--- src/rtl/seg_scan_driver.sv ---
// seg_scan_driver: 8-digit multiplexed 7-segment driver.
// A 32-bit value and 8 decimal points are captured on load. The digits are
// scanned one slot of REFRESH_DIV clocks at a time, and each slot starts with
// BLANK_CYC clocks of all-anodes-off so the previous digit cannot ghost.
// All board-facing outputs are registered, one clock behind the scan state.
module seg_scan_driver #(
    parameter int REFRESH_DIV = 50000,
    parameter int BLANK_CYC   = 16,
    parameter bit LZ_SUPPRESS = 1'b1
) (
    input  logic        clk,
    input  logic        rst,
    input  logic [31:0] data_in,
    input  logic        load,
    input  logic [7:0]  dp_in,
    output logic [7:0]  an,
    output logic [6:0]  seg,
    output logic        dp,
    output logic [2:0]  digit_sel
);

    localparam int PW = (REFRESH_DIV > 2) ? $clog2(REFRESH_DIV) : 1;
    localparam logic [PW-1:0] PRESC_LAST = PW'(REFRESH_DIV - 1);
    localparam int BW = (BLANK_CYC > 2) ? $clog2(BLANK_CYC) : 1;
    localparam logic [BW-1:0] BLANK_LAST = BW'((BLANK_CYC > 0) ? BLANK_CYC - 1 : 0);

    // BLANK: anodes forced off at the start of a slot; DRIVE: digit shown.
    typedef enum logic {
        ST_BLANK = 1'b0,
        ST_DRIVE = 1'b1
    } state_t;

    state_t        state_q, state_d;
    logic [PW-1:0] presc_q, presc_d;
    logic [BW-1:0] blank_cnt_q, blank_cnt_d;
    logic [2:0]    idx_q, idx_d;
    logic [31:0]   shadow_q, shadow_d;
    logic [7:0]    dp_shadow_q, dp_shadow_d;
    logic [7:0]    an_q, an_d;
    logic [6:0]    seg_q, seg_d;
    logic          dp_q, dp_d;
    logic [2:0]    digit_sel_q, digit_sel_d;

    logic          tick;
    logic [3:0]    nibble;
    logic [6:0]    seg_dec;
    logic          lz_blank;

    // Refresh prescaler; tick marks the last clock of each digit slot.
    always_comb begin
        tick    = (presc_q == PRESC_LAST);
        presc_d = tick ? '0 : presc_q + 1'b1;
    end

    // Scan FSM next state: a tick always starts a new slot on the next digit.
    always_comb begin
        state_d     = state_q;
        blank_cnt_d = blank_cnt_q;
        idx_d       = idx_q;
        if (tick) begin
            idx_d       = idx_q + 3'd1;
            blank_cnt_d = '0;
            state_d     = (BLANK_CYC > 0) ? ST_BLANK : ST_DRIVE;
        end else begin
            case (state_q)
                ST_BLANK: begin
                    blank_cnt_d = blank_cnt_q + 1'b1;
                    // With no blank gap configured, leave the reset BLANK state at once.
                    if ((BLANK_CYC == 0) || (blank_cnt_q == BLANK_LAST)) begin
                        state_d = ST_DRIVE;
                    end
                end
                ST_DRIVE: begin
                    state_d = ST_DRIVE;
                end
                default: begin
                    state_d = ST_BLANK;
                end
            endcase
        end
    end

    // Shadow capture happens on any loaded edge, not deferred to a slot boundary.
    always_comb begin
        shadow_d    = load ? data_in : shadow_q;
        dp_shadow_d = load ? dp_in   : dp_shadow_q;
    end

    // Current nibble, hex decode and leading-zero detection.
    always_comb begin
        nibble   = shadow_q[{idx_q, 2'b00} +: 4];
        lz_blank = LZ_SUPPRESS && (idx_q != 3'd0) &&
                   ((shadow_q >> {idx_q, 2'b00}) == 32'd0);
        case (nibble)
            4'h0:    seg_dec = 7'h40;
            4'h1:    seg_dec = 7'h79;
            4'h2:    seg_dec = 7'h24;
            4'h3:    seg_dec = 7'h30;
            4'h4:    seg_dec = 7'h19;
            4'h5:    seg_dec = 7'h12;
            4'h6:    seg_dec = 7'h02;
            4'h7:    seg_dec = 7'h78;
            4'h8:    seg_dec = 7'h00;
            4'h9:    seg_dec = 7'h10;
            4'hA:    seg_dec = 7'h08;
            4'hB:    seg_dec = 7'h03;
            4'hC:    seg_dec = 7'h46;
            4'hD:    seg_dec = 7'h21;
            4'hE:    seg_dec = 7'h06;
            default: seg_dec = 7'h0E;
        endcase
    end

    // Output register inputs: everything dark in BLANK, selected digit in DRIVE.
    always_comb begin
        an_d        = 8'hFF;
        seg_d       = 7'h7F;
        dp_d        = 1'b1;
        digit_sel_d = idx_q;
        if (state_q == ST_DRIVE) begin
            an_d  = ~(8'b1 << idx_q);
            seg_d = lz_blank ? 7'h7F : seg_dec;
            dp_d  = ~dp_shadow_q[idx_q];
        end
    end

    // State and output registers, asynchronously cleared to the dark display.
    always_ff @(posedge clk or negedge rst) begin
        if (!rst) begin
            state_q     <= ST_BLANK;
            presc_q     <= '0;
            blank_cnt_q <= '0;
            idx_q       <= 3'd0;
            shadow_q    <= 32'd0;
            dp_shadow_q <= 8'd0;
            an_q        <= 8'hFF;
            seg_q       <= 7'h7F;
            dp_q        <= 1'b1;
            digit_sel_q <= 3'd0;
        end else begin
            state_q     <= state_d;
            presc_q     <= presc_d;
            blank_cnt_q <= blank_cnt_d;
            idx_q       <= idx_d;
            shadow_q    <= shadow_d;
            dp_shadow_q <= dp_shadow_d;
            an_q        <= an_d;
            seg_q       <= seg_d;
            dp_q        <= dp_d;
            digit_sel_q <= digit_sel_d;
        end
    end

    assign an        = an_q;
    assign seg       = seg_q;
    assign dp        = dp_q;
    assign digit_sel = digit_sel_q;

endmodule

--- config.mk ---
export PLATFORM = sky130hd
export DESIGN_NAME = seg_scan_driver
export DESIGN_NICKNAME = d
export VERILOG_FILES = /design/src/rtl/seg_scan_driver.sv
export SDC_FILE = /design/constraint.sdc
export NUM_CORES = 1
export LEC_CHECK = 0
export ABC_AREA = 1
export CAP_MARGIN = 10
export CORE_ASPECT_RATIO = 0.9
export CORE_MARGIN = 1.5
export CORE_UTILIZATION = 55
export CTS_CLUSTER_SIZE = 40
export DETAILED_ROUTE_END_ITERATION = 8
export HOLD_SLACK_MARGIN = 0.12
export PLACE_DENSITY = 0.81
export SETUP_SLACK_MARGIN = 0.5
export SLEW_MARGIN = 25
export SYNTH_ARGS = -nofsm -noshare
export SYNTH_HDL_FRONTEND = slang
export SYNTH_SLANG_ARGS = --single-unit
--- constraint.sdc ---
create_clock -name clk -period 6 [get_ports clk]
set_input_delay 1.2 -clock clk [delete_from_list [all_inputs] [get_ports clk]]
set_output_delay 1.2 -clock clk [all_outputs]
set_load 0.03 [all_outputs]
==> results.yml, run 1 <==
worst_setup_path:
  crit_path_max_incr_delay_ns: 1.02
  timing.critical_path.mode_cell: "sky130_fd_sc_hd__nand2_1"
  start_kind: "flop"
  critical_path_required_ns: 6.29
  cp_num_buf_inv: 4
  cp_max_fo: 34
  cp_cell_sequence: "inv_2, nand2_1, nand3_1, nand2_1, nand2_1, nand2_1, ha_1, inv_1, a21oi_1, o21ai_0, inv_1, nand2_1, inv_1, nand3_1, nor2_1, nand2_2, nand2_1"
  worstPathArrival_ns: 3.54
  path_delay_family: "simple AND/OR/NAND/NOR gates"
  slowest_stage: "sky130_fd_sc_hd__dfrtp_1"
  worstSetupEndpointType: "flop"
  setup.worst_path.class: "flop to flop"
yosys:
  number_of_standard_cells_after_synthesis: 536
  syn-mean-instance-area_um2: 7.97
  synth-edff-count: 0
  synthesis.yosys.warnings: 0
  syn-num-nets: 593
  yosysUniqueCellTypes: 29
  postSynth.topFlopCell: "sky130_fd_sc_hd__dfrtp_1"
  yosysSeqAreaShare_pct: 49.1
  synth_seq_cells: 83
  async_reset_ff_share_pct: 100
  synth_area_mm2: 0.00427
floorplanning:
  die_w_um: 95.9
  start_util_pct: 56.7
  design.die.area_mm2: 0.00831
  floorplan.io_pins: 62
  coreArea_mm2: 0.00754
  die_height_um: 86.6
  cell_rows: 30
placement:
  final_weighted_congestion_in_routability_driven_placement: 0.911
  placement.io_buffers: 61
  dpl.hpwl_um: 6540
  placed_area_mm2: 0.00491
  place_worst_setup_slack_ns: 2.86
timing:
  rsz_0062_raised_after_global_routing: "no"
  minimum_clock_period_ns: 3.25
  tightestPinTransition_ns: 1.02
  finalHoldViolations: 0
  timing_max_transition_violations_final: 0
  setup_violations: 0
  fin_tns_setup_ns: 0
  whs_ns: 0.511
  worst_clock_skew_ns: 0.0110
  max-slew-margin-rel_pct: 31.8
  post-route-period-util_pct: 54.1
  post-route-worst-setup-slack_ns: 2.75
  max_freq_ghz: 0.308
clock_network:
  worst_skew_pair.late_latency_ns: 0.36
  cts_sinks: 83
  cts_tree: "yes"
  clock_tree.htree_level_count: 3
  clock-root-buffer: "sky130_fd_sc_hd__clkbuf_8"
  post-cts-setup-buffers: 0
  cts_hold_buf: 0
  numCtsBuffers: 9
  postCtsResizedCells: 0
  clk_transition_reported_paths_ns: 0.09
  cts-root-to-sink-buffers: 2
global_route:
  globalRouteOverflowTotal: 0
  globalRouteTotalUtil_pct: 24.2
  maximum_number_of_pins_on_one_net_before_global_route_repair: 84
  antenna_found_initial: 0
  via_count_of_the_first_global_routing_pass: 3533
  grt_first_pass_wirelength_um: 15600
detailed_routing:
  drt_wl_total_um: 9060
  first_pass_iters: 5
  routed-via-count: 3611
  detailedRoute.firstIterationViolations: 195
  route.antenna.remaining_nets: 0
  wl_per_cell_um: 13.1
  drc: 0
  drt-vias-per-instance: 5.23
final_layout:
  finish.instance_area_mm2: 0.00509
  post_route_cells_drive_above_1_share_pct: 9.26
  fill_cells: 619
  layout.core_utilization_pct: 67.5
  antennaDiodeCount: 0
  area_growth_pct: 19.1
  nets_final: 646
min_path:
  path_class_of_the_lowest_slack_min_delay_path: "flop to flop"
pwr:
  leakage_dissipation_nw: 2.59
  cellPowerDensity_mw_per_mm2: 228
  power.ir.vdd_worst_uv: 101
flow_run:
  max_cap_viol_count: 0
run_status:
  run_status: "finished clean"
cell usage after synthesis (2+ instances only):
cell	n	share of area, %
sky130_fd_sc_hd__a21oi_1	13	1.5
sky130_fd_sc_hd__buf_1	3	0.26
sky130_fd_sc_hd__buf_2	8	0.94
sky130_fd_sc_hd__buf_4	2	0.35
sky130_fd_sc_hd__clkbuf_1	6	0.53
sky130_fd_sc_hd__dfrtp_1	67	39
sky130_fd_sc_hd__dfstp_2	16	9.8
sky130_fd_sc_hd__ha_1	14	4.1
sky130_fd_sc_hd__inv_1	55	4.8
sky130_fd_sc_hd__inv_2	3	0.26
sky130_fd_sc_hd__mux2_2	13	3.4
sky130_fd_sc_hd__nand2_1	172	15
sky130_fd_sc_hd__nand2_2	3	0.44
sky130_fd_sc_hd__nand3_1	57	6.7
sky130_fd_sc_hd__nand4_1	6	0.88
sky130_fd_sc_hd__nor2_1	36	3.2
sky130_fd_sc_hd__nor2_2	2	0.29
sky130_fd_sc_hd__nor3_1	2	0.23
sky130_fd_sc_hd__o21ai_0	40	4.7
sky130_fd_sc_hd__o21ai_1	2	0.23
sky130_fd_sc_hd__xnor2_1	2	0.41
sky130_fd_sc_hd__xor2_1	7	1.4
final cells by class:
type	count	area (um^2)	area share, %
clock buffers	10	128	2.51
clock inverters	6	47.5	0.934
inverters	58	218	4.28
multi-input cells	376	1870	36.8
flip-flops and latches	83	2100	41.2
well taps	96	120	2.36
repair buffers	61	609	12.0
cells by family after synthesis:
family                     share of synthesized area [%]
AOI/OAI and AO/OA                                   7.14
and+or+nand+nor                                     27.3
xor gates and xnor gates                            1.84
DFF                                                 49.1
buffers and inverters                               7.17
muxes                                               3.43
adders and majority gates                           4.10
sequential cells by signal (all words and copies together) (netlist names):
signal and count:
shadow_q 32, presc_q 16, an 8, dp_shadow_q 8, seg 7, blank_cnt_q 4, digit_sel 3, digit_sel_d 3
dp 1, state_q 1
layout by cell type, fill, tap and decap left out, types with 2 or more instances in the layout:
master	instances
sky130_fd_sc_hd__inv_6	3
sky130_fd_sc_hd__xnor2_1	2
sky130_fd_sc_hd__inv_1	55
sky130_fd_sc_hd__dfstp_2	16
sky130_fd_sc_hd__nand2_1	172
sky130_fd_sc_hd__xor2_1	7
sky130_fd_sc_hd__ha_1	14
sky130_fd_sc_hd__inv_2	3
sky130_fd_sc_hd__clkbuf_8	9
sky130_fd_sc_hd__mux2_2	13
sky130_fd_sc_hd__nand2_2	3
sky130_fd_sc_hd__a21oi_1	13
sky130_fd_sc_hd__nand4_1	6
sky130_fd_sc_hd__o21ai_1	2
sky130_fd_sc_hd__nor3_1	2
sky130_fd_sc_hd__nor2_1	36
sky130_fd_sc_hd__clkdlybuf4s50_1	59
sky130_fd_sc_hd__nor2_2	2
sky130_fd_sc_hd__dfrtp_1	67
sky130_fd_sc_hd__nand3_1	57
sky130_fd_sc_hd__o21ai_0	40
layer usage:
layer,track usage [%],share of wire (%)
met5,0,0
met4,8.96,1.7
met3,6.32,4.8
met2,38.3,48
met1,31.9,46
worst paths after layout:
check,from,end,slack [ns],depth (start not counted)
min in group asynchronous,rst,dp_shadow_q[7],0.87,1
worst min register to register,presc_q[0],presc_q[0],0.51,1
worst min-delay path,presc_q[0],presc_q[0],0.51,1
max in group asynchronous,rst,presc_q[3],4.65,1
worst max register to register,digit_sel_d[0],seg[0],2.75,17
worst max-delay path,digit_sel_d[0],seg[0],2.75,17
worst register-to-register path, stage by stage, from the launching register on:
cell and delay, ns:
sky130_fd_sc_hd__dfrtp_1 1.02, sky130_fd_sc_hd__inv_2 0.47, sky130_fd_sc_hd__nand2_1 0.21, sky130_fd_sc_hd__nand3_1 0.10
sky130_fd_sc_hd__nand2_1 0.11, sky130_fd_sc_hd__nand2_1 0.06, sky130_fd_sc_hd__nand2_1 0.22, sky130_fd_sc_hd__ha_1 0.21
sky130_fd_sc_hd__inv_1 0.06, sky130_fd_sc_hd__a21oi_1 0.11, sky130_fd_sc_hd__o21ai_0 0.09, sky130_fd_sc_hd__inv_1 0.07
sky130_fd_sc_hd__nand2_1 0.04, sky130_fd_sc_hd__inv_1 0.04, sky130_fd_sc_hd__nand3_1 0.06, sky130_fd_sc_hd__nor2_1 0.11
sky130_fd_sc_hd__nand2_2 0.12, sky130_fd_sc_hd__nand2_1 0.09
power breakdown:
group | internal, mW | total, mW | switching [mW]
logic | 0.0770 | 0.179 | 0.102
clock network | 0.155 | 0.365 | 0.210
registers | 0.598 | 0.615 | 0.0164
metrics by stage:
stage          std cells  power [mW]
4_1_cts              690        1.17
2_1_floorplan        536       0.726
3_5_place_dp         674       0.805
6_report             690        1.16
5_1_grt              690        1.22
3_3_place_gp         674       0.799
(Power assumes the default switching activity.)
==> run 2: changes to the inputs <==
clock period = 3.3 ns   (was 6 ns; I/O delays follow)
==> run 2 against run 1 <==
- count of clock-buffer cells in the layout grew 1
- non-clock buffer count up 2
- setup slack worse by 1.9 ns
- routed wire length is 0.65% lower
- critical path type unchanged
==> results.yml, run 2 (synthesis gave the netlist of run 1 again) <==
floorplanning:
  die_height_um: 86.6
  floorplan.io_pins: 62
  coreArea_mm2: 0.00754
  design.die.area_mm2: 0.00831
  cell_rows: 30
  die_w_um: 95.9
  start_util_pct: 56.7
final_layout:
  registers.top_by_ff_count: "shadow_q"
  antennaDiodeCount: 0
  final_cell_mix: "sky130_fd_sc_hd__nand2_1, sky130_fd_sc_hd__dfrtp_1, sky130_fd_sc_hd__clkdlybuf4s50_1"
  final-seq-area_mm2: 0.00210
  area_growth_pct: 19.9
  multiInputGateArea_mm2: 0.00187
  largest_reg_flops: 32
  fill_cells: 641
  nets_final: 648
  most_common_cell_after_layout_fill_and_taps_aside: "sky130_fd_sc_hd__nand2_1"
  non_filler_instance_count_after_layout: 692
  largestRegisters: "shadow_q x32, presc_q x16"
  post_route_cells_drive_above_1_share_pct: 9.56
  finish.instance_area_mm2: 0.00512
worst_setup_path:
  critical_path_required_ns: 3.57
  start_kind: "flop"
  r2r_slack_ns: 0.86
  cp_max_fo: 21
  cp_num_buf_inv: 4
  timing.critical_path.mode_cell: "sky130_fd_sc_hd__nand2_1"
  slowest_stage: "sky130_fd_sc_hd__dfrtp_2"
  worstSetupEndpointType: "flop"
  worstPathArrival_ns: 2.71
  crit_path_max_incr_delay_ns: 0.57
  cp_cell_sequence: "clkinv_2, nand3_1, nand2_1, nand2_1, nand2_1, ha_1, inv_1, a21oi_1, o21ai_0, inv_1, nand2_1, inv_1, nand3_1, nor2_1, nand2_2, nand2_1"
  setup.worst_path.class: "flop to flop"
  path_delay_family: "simple AND/OR/NAND/NOR gates"
pwr:
  power.total_mw: 2.16
  power.ir.vdd_worst_uv: 364
  cellPowerDensity_mw_per_mm2: 421
  leakage_dissipation_nw: 2.60
detailed_routing:
  wl_per_cell_um: 13.0
  drt_wl_total_um: 9000
  first_pass_iters: 6
  drc: 0
  routed-via-count: 3657
  drt-vias-per-instance: 5.28
  route.antenna.remaining_nets: 0
  detailedRoute.firstIterationViolations: 180
clock_network:
  worst_skew_pair.late_latency_ns: 0.35
  cts_sinks: 83
  clock_tree.htree_level_count: 3
  cts-root-to-sink-buffers: 2
  cts_tree: "yes"
  clock-root-buffer: "sky130_fd_sc_hd__clkbuf_8"
  numCtsBuffers: 9
  clk_transition_reported_paths_ns: 0.08
  cts_hold_buf: 0
timing:
  setup_violations: 0
  finalHoldViolations: 0
  max-slew-margin-rel_pct: 52.7
  rsz_0062_raised_after_global_routing: "no"
  post-route-worst-setup-slack_ns: 0.859
  max_freq_ghz: 0.410
  worst_clock_skew_ns: 0.0109
  timing_max_transition_violations_final: 0
  minimum_clock_period_ns: 2.44
  tightestPinTransition_ns: 0.710
  fin_tns_setup_ns: 0
  post-route-period-util_pct: 74.0
flow_run:
  max_cap_viol_count: 0
min_path:
  path_class_of_the_lowest_slack_min_delay_path: "primary input to async pin"
placement:
  placedCellCount: 676
  final_weighted_congestion_in_routability_driven_placement: 0.919
  dpl.hpwl_um: 6560
  placement.io_buffers: 61
  placed_area_mm2: 0.00492
  place_worst_setup_slack_ns: 0.813
run_status:
  run_status: "finished clean"
global_route:
  globalRouteOverflowTotal: 0
  antenna_found_initial: 0
  maximum_number_of_pins_on_one_net_before_global_route_repair: 84
  grt_first_pass_wirelength_um: 15300
  via_count_of_the_first_global_routing_pass: 3476
  globalRouteTotalUtil_pct: 23.5
-- run 2: what timing repair did --
item | 4_1_cts | 5_1_grt
endpoints found under the setup margin | 0 | 7
buffers inserted | 0 | 0
hold endpoints to repair | 0 | 0
gates resized for setup | 0 | 2
-- run 2: cell type report --
type / count / share of cell area, %
Clock buffer: 11 / 2.56
Clock inverter: 5 / 1.25
Inverter: 58 / 4.27
Multi-Input combinational cell: 376 / 36.5
Sequential cell: 83 / 40.9
Tap cell: 96 / 2.34
Timing Repair Buffer: 63 / 12.1
-- run 2: worst register-to-register path: cells and delay by family (launching register included) --
family,cells,cell delay [ns]
AND/OR/NAND/NOR,9,0.89
buffers and inverters,4,0.51
adder cells (fa/ha/maj),1,0.28
flip-flops,1,0.57
AO/OA/AOI/OAI,2,0.14
-- run 2: path summary, 6_finish.rpt --
check | cells after the start | endpoint | from
max | 16 | seg[5] | digit_sel_d[1]
min | 1 | dp_shadow_q[4] | rst
max reg2reg | 16 | seg[5] | digit_sel_d[1]
min reg2reg | 1 | presc_q[0] | presc_q[0]
max in group asynchronous | 1 | digit_sel_d[1] | rst
min in group clk | 1 | presc_q[0] | presc_q[0]
-- run 2: power by group --
group	switching (mW)	leakage (nW)	internal [mW]
Sequential	0.0290	1.00	1.09
Clock	0.356	0.0941	0.356
Combinational	0.189	1.50	0.141
-- run 2: through the flow --
| stage | hold slack (ns) | utilization [%] |
|---|---|---|
| 2_1_floorplan | 0.364 | - |
| 3_3_place_gp | 0.447 | 65.3 |
| 3_5_place_dp | 0.466 | 65.3 |
| 4_1_cts | 0.478 | 67.8 |
| 5_1_grt | 0.392 | 67.9 |
| 6_report | 0.345 | 67.9 |
-- run 2: routing by layer --
metal	track usage [%]	routed length [um]	vias up
li1	-	-	1805
met1	31.0	4040	1714
met2	37.6	4320	118
met3	5.53	448	20
met4	8.96	187	0
met5	0	0	-
==> run 3: changes to the inputs <==
clock period = 2.4 ns   (was 3.3 ns; I/O delays follow)
==> run 3 against run 2 <==
- combinational power up 66%
- setup slack worse by 0.72 ns
- sequential power up 38%
- global-route usage up 5.4 points
- die area unchanged
- sequential cell count unchanged
- largest power group unchanged
- highest routed layer unchanged
==> results.yml, run 3 (synthesis gave the netlist of run 1 again) <==
global_route:
  globalRouteOverflowTotal: 0
  antenna_found_initial: 0
  via_count_of_the_first_global_routing_pass: 3990
  grt_first_pass_wirelength_um: 18500
  maximum_number_of_pins_on_one_net_before_global_route_repair: 48
  globalRouteTotalUtil_pct: 28.9
final_layout:
  largest_reg_flops: 32
  registers.top_by_ff_count: "shadow_q"
  antennaDiodeCount: 0
  final_cell_mix: "sky130_fd_sc_hd__nand2_1, sky130_fd_sc_hd__dfrtp_1, sky130_fd_sc_hd__inv_1"
  area_growth_pct: 32.6
  nets_final: 686
  fill_cells: 514
  largestRegisters: "shadow_q x32, presc_q x16"
  most_common_cell_after_layout_fill_and_taps_aside: "sky130_fd_sc_hd__nand2_1"
  post_route_cells_drive_above_1_share_pct: 21.5
pwr:
  power.ir.vdd_worst_uv: 441
  leakage_dissipation_nw: 2.86
  cellPowerDensity_mw_per_mm2: 554
timing:
  max_freq_ghz: 0.442
  tightestPinTransition_ns: 0.653
  setup_violations: 0
  post-route-worst-setup-slack_ns: 0.140
  finalHoldViolations: 0
  rsz_0062_raised_after_global_routing: "yes"
  fin_tns_setup_ns: 0
  post-route-period-util_pct: 94.2
  max-slew-margin-rel_pct: 56.5
  minimum_clock_period_ns: 2.26
  worst_clock_skew_ns: 0.0116
  timing_max_transition_violations_final: 0
clock_network:
  cts_sinks: 83
  clock-root-buffer: "sky130_fd_sc_hd__clkbuf_8"
  numCtsBuffers: 9
  worst_skew_pair.late_latency_ns: 0.36
  clock_tree.htree_level_count: 3
  cts_tree: "yes"
  clk_transition_reported_paths_ns: 0.09
  cts-root-to-sink-buffers: 2
worst_setup_path:
  worstSetupEndpointType: "flop"
  critical_register_to_register_path_startpoint: "digit_sel_d[0]"
  slowest_stage: "sky130_fd_sc_hd__dfrtp_2"
  r2r_slack_ns: 0.14
  cp_cell_sequence: "buf_12, buf_16, nand2_2, o211ai_1, nand3_1, nand2_2, inv_4, ha_4, inv_2, a21oi_2, o21ai_1, inv_1, nand2_1, inv_1, nand3_2, nor2_4, nand2_4, nand2_2"
  start_kind: "flop"
  critPathCapture: "seg[2]"
  crit-reg2reg-capture: "seg[2]"
  cp_max_fo: 7
  worstPathArrival_ns: 2.56
  crit_path_max_incr_delay_ns: 0.47
  worstSetupStartpoint: "digit_sel_d[0]"
  reg2reg_depth: 18
  setup.worst_path.class: "flop to flop"
  timing.critical_path.mode_cell: "sky130_fd_sc_hd__nand2_2"
  critical_path_required_ns: 2.70
floorplanning:
  floorplan.io_pins: 62
  coreArea_mm2: 0.00754
  start_util_pct: 56.7
  die_height_um: 86.6
  design.die.area_mm2: 0.00831
  die_w_um: 95.9
  cell_rows: 30
detailed_routing:
  wl_per_cell_um: 15.3
  route.antenna.remaining_nets: 0
  routed-via-count: 4093
  drc: 0
  first_pass_iters: 6
  drt-vias-per-instance: 5.61
  drt_wl_total_um: 11200
  detailedRoute.firstIterationViolations: 460
placement:
  final_weighted_congestion_in_routability_driven_placement: 0.951
  dpl.hpwl_um: 7000
  place_worst_setup_slack_ns: 0.248
  placement.io_buffers: 61
flow_run:
  max_cap_viol_count: 0
run_status:
  run_status: "finished clean"
min_path:
  path_class_of_the_lowest_slack_min_delay_path: "flop to flop"
-- run 3: cell count changes in the layout (fill, tap and decap cells not counted), sizes merged, moves of 2 or more --
| cell | before | now |
|---|---|---|
| buf | 4 | 39 |
| clkdlybuf4s50 | 59 | 43 |
| dlygate4sd2 | 0 | 16 |
| inv | 58 | 60 |
-- run 3: worst min path at each step --
stage,startpoint,end,depth (start not counted)
2_1_floorplan,rst,blank_cnt_q[0],0
5_1_grt,presc_q[0],presc_q[0],1
4_1_cts,presc_q[0],presc_q[0],1
6_report,presc_q[0],presc_q[0],1
3_3_place_gp,presc_q[0],presc_q[0],1
3_5_place_dp,presc_q[0],presc_q[0],1
-- run 3: power breakdown --
group          switching [mW]  leakage (nW)  internal, mW
logic                   0.310          1.76         0.237
registers              0.0420          1.00          1.50
clock network           0.535         0.103         0.520
total                   0.888          2.86          2.25
-- run 3: worst max-delay path, delay by kind of cell, from the launching register on --
family | cells | cell delay (ns)
flops | 1 | 0.47
buf+inv | 6 | 0.54
simple gates | 8 | 0.73
fa+ha+maj | 1 | 0.14
compound gates | 3 | 0.32
-- run 3: timing repair --
| item | CTS | global route |
|---|---|---|
| hold endpoints to repair | 29 | 0 |
| resized for setup | 41 | 30 |
| pin swaps | 8 | 16 |
| setup buffers | 20 | 4 |
| hold buffers | 1 | 0 |
| setup endpoints to repair | 23 | 8 |
| cloned | 3 | 0 |
-- run 3: layout make-up --
class / count / area [um^2] / share of cell area (%)
flip-flops and latches: 83 / 2100 / 37.1
multi-input cells: 376 / 2030 / 35.9
repair buffers: 100 / 960 / 16.9
inverters: 58 / 235 / 4.15
clock buffers: 10 / 138 / 2.43
well taps: 96 / 120 / 2.12
clock inverters: 6 / 72.6 / 1.28
repair inverters: 1 / 6.26 / 0.110
-- run 3: per-stage QoR --
step	total power, mW	hold WS (ns)	instance area (um^2)	util (%)	cells
after floorplan	1.82	0.184	4300	-	536
after global placement	2.01	0.450	5030	66.7	686
after detailed placement	2.03	0.452	5030	66.7	686
after CTS	3.09	0.470	5530	73.2	726
after global routing	3.28	0.516	5670	75.1	730
final	3.14	0.470	5670	75.1	730
-- run 3: per-layer routing --
| layer | track usage (%) | vias to the layer above | share of wire, % |
|---|---|---|---|
| li1 | - | 1896 | - |
| met1 | 37.3 | 1923 | 40 |
| met2 | 48.1 | 221 | 49 |
| met3 | 6.23 | 53 | 7.7 |
| met4 | 10.0 | 0 | 3.3 |
| met5 | 0 | - | 0 |
